===== src/rtl/wrp_shff_pkg.sv =====
// rtl/wrp_shff_pkg.sv - shared constants and helpers for the shuffle wrapper blocks
package wrp_shff_pkg;

  localparam int OVF_CW        = 16;
  localparam int AXIS_TVALID_W = 1;
  localparam int AXIS_TREADY_W = 1;
  localparam int AXIS_TLAST_W  = 1;

  function automatic int clog2(input int value);
    int r;
    int v;
    r = 0;
    v = value - 1;
    while (v > 0) begin
      r = r + 1;
      v = v >> 1;
    end
    return r;
  endfunction

endpackage


===== src/rtl/wrp_shff_fifo_ram.sv =====
// rtl/wrp_shff_fifo_ram.sv - DW x DEPTH dual-port RAM, synchronous write, asynchronous read
module wrp_shff_fifo_ram
  import wrp_shff_pkg::*;
#(
  parameter int DW    = 64,
  parameter int DEPTH = 64
) (
  input  logic                    clk,
  input  logic                    we,
  input  logic [clog2(DEPTH)-1:0] waddr,
  input  logic [DW-1:0]           wdata,
  input  logic [clog2(DEPTH)-1:0] raddr,
  output logic [DW-1:0]           rdata
);

  logic [DW-1:0] mem [DEPTH];

  always_ff @(posedge clk) begin
    if (we) begin
      mem[waddr] <= wdata;
    end
  end

  assign rdata = mem[raddr];

endmodule


===== src/rtl/wrp_shff_fifo_axis_frm.sv =====
// rtl/wrp_shff_fifo_axis_frm.sv - write-side FIFO with registered AXIS master and TLAST framing
// Optional overflow statistics: WRP_SHFF_OVF_STAT_EN
module wrp_shff_fifo_axis_frm
  import wrp_shff_pkg::*;
#(
  parameter int DW        = 64,
  parameter int DEPTH     = 64,
  parameter int AF_MARGIN = 16,
  parameter int FRAME_LEN = 1024
) (
  input  logic                  clk,
  input  logic                  srst,
  input  logic                  fifo_we,
  input  logic [DW-1:0]         fifo_wd,
  output logic                  fifo_af,
  output logic [clog2(DEPTH):0] fifo_cnt,
  input  logic                  axi_rdy,
  output logic                  axi_vld,
  output logic [DW-1:0]         axi_dat,
  output logic                  axi_last,
  output logic                  ovf,
  output logic [OVF_CW-1:0]     ovf_cnt
);

  localparam int            AW     = clog2(DEPTH);
  localparam logic [AW:0]   FULL   = (AW+1)'(DEPTH);
  localparam logic [AW:0]   AF_LVL = (AW+1)'(DEPTH - AF_MARGIN);

  logic          we_r;
  logic [DW-1:0] wd_r;
  logic [AW-1:0] wr_ptr;
  logic [AW-1:0] rd_ptr;
  logic [AW:0]   cnt;
  logic [AW:0]   cnt_nxt;
  logic [DW-1:0] rd_data;
  logic          pop;
  logic          push_ok;

  // A full FIFO still accepts the registered push if a pop frees a slot this cycle.
  assign pop     = (cnt != '0) && (!axi_vld || axi_rdy);
  assign push_ok = we_r && ((cnt != FULL) || pop);

  always_comb begin
    cnt_nxt = cnt;
    case ({push_ok, pop})
      2'b10:   cnt_nxt = cnt + 1'b1;
      2'b01:   cnt_nxt = cnt - 1'b1;
      default: cnt_nxt = cnt;
    endcase
  end

  wrp_shff_fifo_ram #(
    .DW    (DW),
    .DEPTH (DEPTH)
  ) u_ram (
    .clk   (clk),
    .we    (push_ok),
    .waddr (wr_ptr),
    .wdata (wd_r),
    .raddr (rd_ptr),
    .rdata (rd_data)
  );

  always_ff @(posedge clk) begin
    if (srst) begin
      we_r     <= 1'b0;
      wd_r     <= '0;
      wr_ptr   <= '0;
      rd_ptr   <= '0;
      cnt      <= '0;
      fifo_cnt <= '0;
      fifo_af  <= 1'b0;
    end else begin
      we_r     <= fifo_we;
      wd_r     <= fifo_wd;
      cnt      <= cnt_nxt;
      fifo_cnt <= cnt_nxt;
      fifo_af  <= (cnt_nxt >= AF_LVL);
      if (push_ok) begin
        wr_ptr <= wr_ptr + 1'b1;
      end
      if (pop) begin
        rd_ptr <= rd_ptr + 1'b1;
      end
    end
  end

  always_ff @(posedge clk) begin
    if (srst) begin
      axi_vld <= 1'b0;
      axi_dat <= '0;
    end else if (pop) begin
      axi_vld <= 1'b1;
      axi_dat <= rd_data;
    end else if (axi_rdy) begin
      axi_vld <= 1'b0;
    end
  end

  generate
    if (FRAME_LEN > 0) begin : g_frm
      localparam int             FCW     = (FRAME_LEN > 1) ? clog2(FRAME_LEN) : 1;
      localparam logic [FCW-1:0] FRM_MAX = FCW'(FRAME_LEN - 1);

      logic [FCW-1:0] frm_cnt;
      logic           last_r;

      always_ff @(posedge clk) begin
        if (srst) begin
          frm_cnt <= '0;
          last_r  <= 1'b0;
        end else if (pop) begin
          last_r  <= (frm_cnt == FRM_MAX);
          frm_cnt <= (frm_cnt == FRM_MAX) ? '0 : frm_cnt + 1'b1;
        end
      end

      assign axi_last = last_r;
    end else begin : g_nofrm
      assign axi_last = 1'b0;
    end
  endgenerate

`ifdef WRP_SHFF_OVF_STAT_EN
  logic drop;
  assign drop = we_r && (cnt == FULL) && !pop;

  always_ff @(posedge clk) begin
    if (srst) begin
      ovf     <= 1'b0;
      ovf_cnt <= '0;
    end else if (drop) begin
      ovf <= 1'b1;
      if (ovf_cnt != {OVF_CW{1'b1}}) begin
        ovf_cnt <= ovf_cnt + 1'b1;
      end
    end
  end
`else
  assign ovf     = 1'b0;
  assign ovf_cnt = '0;
`endif

endmodule


===== config.mk =====
export PLATFORM = sky130hd
export DESIGN_NAME = wrp_shff_fifo_axis_frm
export DESIGN_NICKNAME = d
export VERILOG_FILES = /design/src/rtl/wrp_shff_pkg.sv /design/src/rtl/wrp_shff_fifo_ram.sv /design/src/rtl/wrp_shff_fifo_axis_frm.sv
export SDC_FILE = /design/constraint.sdc
export NUM_CORES = 2
export LEC_CHECK = 0
export ABC_CLOCK_PERIOD_IN_PS = 11100
export CORE_AREA = 2 2 493 495
export DETAILED_ROUTE_END_ITERATION = 16
export DIE_AREA = 0 0 495 497
export GPL_TIMING_DRIVEN = 1
export PLACE_DENSITY = 0.84
export SLEW_MARGIN = 20
export SYNTH_ARGS = -nofsm -noshare
export SYNTH_HDL_FRONTEND = slang
export SYNTH_HIERARCHICAL = 1
export SYNTH_SLANG_ARGS = --single-unit

===== constraint.sdc =====
create_clock -name clk -period 11.1 [get_ports clk]
set_input_delay 1.665 -clock clk [delete_from_list [all_inputs] [get_ports clk]]
set_output_delay 1.665 -clock clk [all_outputs]
set_load 0.03 [all_outputs]

==> flow_metrics.py <==
metrics = {
    "status": {
        "status": "finished clean",
    },
    "final_layout": {
        "fin_cells": 11000,
        "drive_above_1_share_pct": 25.2,
        "final_area_um2": 180000,
        "final_common_cell": "edfxtp_1",
        "finalNetCount": 7572,
        "final_cell_mix": "edfxtp_1 (4096), mux4_2 (1024), clkbuf_16 (415)",
        "area_growth_pct": 11.8,
        "num-fill-cells": 11000,
    },
    "die": {
        "die_w_um": 495,
        "core_um2": 240000,
        "row_count": 180,
        "die_area_um2": 246000,
        "io_pins": 159,
        "die_y_um": 497,
        "initial_core_util_pct": 67.0,
    },
    "placed_design": {
        "place_ws_ns": 5.03,
        "dp_hpwl_um": 249000,
        "placed_cell_area_um2": 166000,
        "gp_congestion": 0.922,
        "portBuffers": 141,
        "dp_cells": 10300,
    },
    "timing": {
        "setup_tns_ns": 0,
        "rsz0062_at_grt": "no",
        "fmax_ghz": 0.176,
        "period_minus_slack_ns": 5.70,
        "report.final.slew_viol_count": 0,
        "hold_viol": 0,
        "slew-limit-headroom_pct": 15.5,
        "worst_slew_pin_slew_ns": 1.26,
        "worst_slack_ns": 5.40,
        "fin_worst_skew_ns": 0.0854,
        "fin_crit_sh_pct": 51.3,
        "setup_viol": 0,
        "whs_ns": 0.461,
    },
    "global_route": {
        "grt_usage_pct": 41.9,
        "antenna_found_initial": 63,
        "grt_pass1_wl_um": 703000,
        "grt_overflow": 0,
        "grt_max_degree": 135,
        "grt_pass1_vias": 86600,
    },
    "logic_synthesis": {
        "yosysUniqueCellTypes": 53,
        "ys_seq_elements": 4257,
        "synth_area_leaders": "edfxtp_1 (77%), mux4_2 (14%), dfxtp_1 (2.0%)",
        "synth_enable_flop_cells": 4096,
        "netlist_instances": 7153,
        "yosysTopAreaCell": "edfxtp_1",
        "avgSynthCellArea_um2": 22.5,
        "seq_area_frac_synth_pct": 78.5,
        "synth-main-ff-cell": "edfxtp_1",
        "async_reset_ff_share_pct": 0,
        "netlist_area_um2": 161000,
        "yosysTopAreaCellShare_pct": 76.5,
        "synth_warnings": 6,
    },
    "hold_path": {
        "worst_hold_path_type": "flip-flop to flip-flop",
    },
    "clock_network": {
        "clk_latency_ns": 1.07,
        "cts_tree": "built",
        "cts.clk_slew.worst_paths_ns": 0.07,
        "root_buffer": "clkbuf_16",
        "post_cts_buffers": 0,
        "hold_buffers": 0,
        "htreeDepth": 5,
        "cts_sinks": 4257,
        "clock_path_buffers": 4,
        "cts_resized": 0,
        "cts_buffers": 408,
    },
    "route": {
        "avgRoutedWirePerCell_um": 46.4,
        "vias": 88300,
        "ant_nets": 0,
        "drtIter0Drc": 20500,
        "firstDrtPassIters": 13,
        "post-route-drc-count": 0,
        "drt_wl_total_um": 512000,
        "viasPerCell": 8.01,
    },
    "power_and_ir_drop": {
        "p_leak_nw": 58.3,
        "ir_drop_mv": 0.201,
        "p_per_area_nw_per_um2": 224,
    },
    "worst_setup_path": {
        "cp.required_ns": 12.05,
        "end_kind": "flip-flop",
        "worstPathMaxFanout": 88,
        "cp.arrival_ns": 6.65,
        "cpMaxStageDelayCell": "a211oi_1",
        "critPathMaxStageDelay_ns": 1.02,
        "crit_path_frequent_cell": "buf_4",
        "cp-start-kind": "flip-flop",
        "criticalPathCategory": "flip-flop to flip-flop",
        "crit_path_cell_trace": "buf_4 > buf_12 > buf_16 > buf_4 > mux4_2 > a22oi_1 > and3_1 > a211oi_1 > nand2_1 > a21oi_1",
    },
    "run": {
        "drv_cap": 0,
    },
}
metal layers:
metal	track usage (%)	share of wire, %
met2	62.8	45
met3	16.4	18
met5	0.137	0.079
met1	52.9	28
met4	23.4	8.2
cells in the mapped netlist, drive strengths merged (72+ instances only):
cell / instances
a21oi: 72
a22o: 89
a22oi: 169
buf: 256
clkbuf: 166
dfxtp: 161
edfxtp: 4096
mux2i: 140
mux4: 1024
nand2: 197
nor2: 143
nor2b: 96
o22ai: 83
cell families after synthesis:
family	Yosys count	synth area share, %
buffers and inverters	446	1.33
adder cells (fa/ha/maj)	9	0.0747
other	1	0.00233
AO/OA/AOI/OAI	597	2.74
multiplexers	1164	15.2
AND/OR/NAND/NOR	656	2.00
XOR/XNOR	23	0.125
flip-flops	4257	78.5
flip-flops by register name (all words and copies together) (netlist names):
name / cells
g_frm.frm_cnt: 10
wd_r: 64
axi_vld: 1
fifo_af: 1
cnt: 7
wr_ptr: 6
we_r: 1
axi_last: 1
rd_ptr: 6
u_ram/mem: 4096
axi_dat: 64
layout make-up:
class / count / area [um2] / area share, %
Timing Repair Buffer: 338 / 3210 / 1.79
Sequential cell: 4257 / 126000 / 70.3
Inverter: 24 / 90.1 / 0.0501
Clock inverter: 220 / 2090 / 1.16
Tap cell: 3185 / 3990 / 2.22
Clock buffer: 509 / 10900 / 6.04
Multi-Input combinational cell: 2466 / 33100 / 18.4
Antenna cell: 33 / 82.6 / 0.0459
worst max-delay path, delay by kind of cell, from the launching register on:
| family | cells | cell delay [ns] |
|---|---|---|
| AND/OR/NAND/NOR | 2 | 0.40 |
| AO/OA/AOI/OAI | 3 | 1.32 |
| multiplexers | 1 | 0.41 |
| buffers and inverters | 4 | 2.27 |
| flip-flops | 1 | 0.80 |
per-stage QoR:
| stage | util (%) | total power [mW] |
|---|---|---|
| final | 74.9 | 40.2 |
| after global routing | 74.8 | 40.7 |
| after CTS | 74.7 | 39.8 |
| after detailed placement | 69.3 | 25.7 |
| after global placement | 69.3 | 25.5 |
| after floorplan | - | 23.5 |
power breakdown:
part           internal [mW]  switching [mW]  leakage [nW]  total (mW)
clock network           7.79            6.31          6.34        14.1
registers               17.8           0.355          41.8        18.1
logic                   3.27            4.73          10.2        8.00
worst paths after layout:
| check | from | to | slack [ns] | depth (start not counted) |
|---|---|---|---|---|
| setup / recovery | rd_ptr[0]$_SDFFE_PP0N_ | axi_dat[40]$_SDFFE_PP0N_ | 5.40 | 10 |
| hold reg to reg | axi_dat[57]$_SDFFE_PP0N_ | axi_dat[57]$_SDFFE_PP0N_ | 0.46 | 2 |
| hold / removal | axi_dat[57]$_SDFFE_PP0N_ | axi_dat[57]$_SDFFE_PP0N_ | 0.46 | 2 |
| setup reg to reg | rd_ptr[0]$_SDFFE_PP0N_ | axi_dat[40]$_SDFFE_PP0N_ | 5.40 | 10 |
Power figures use the tool's default switching activity.
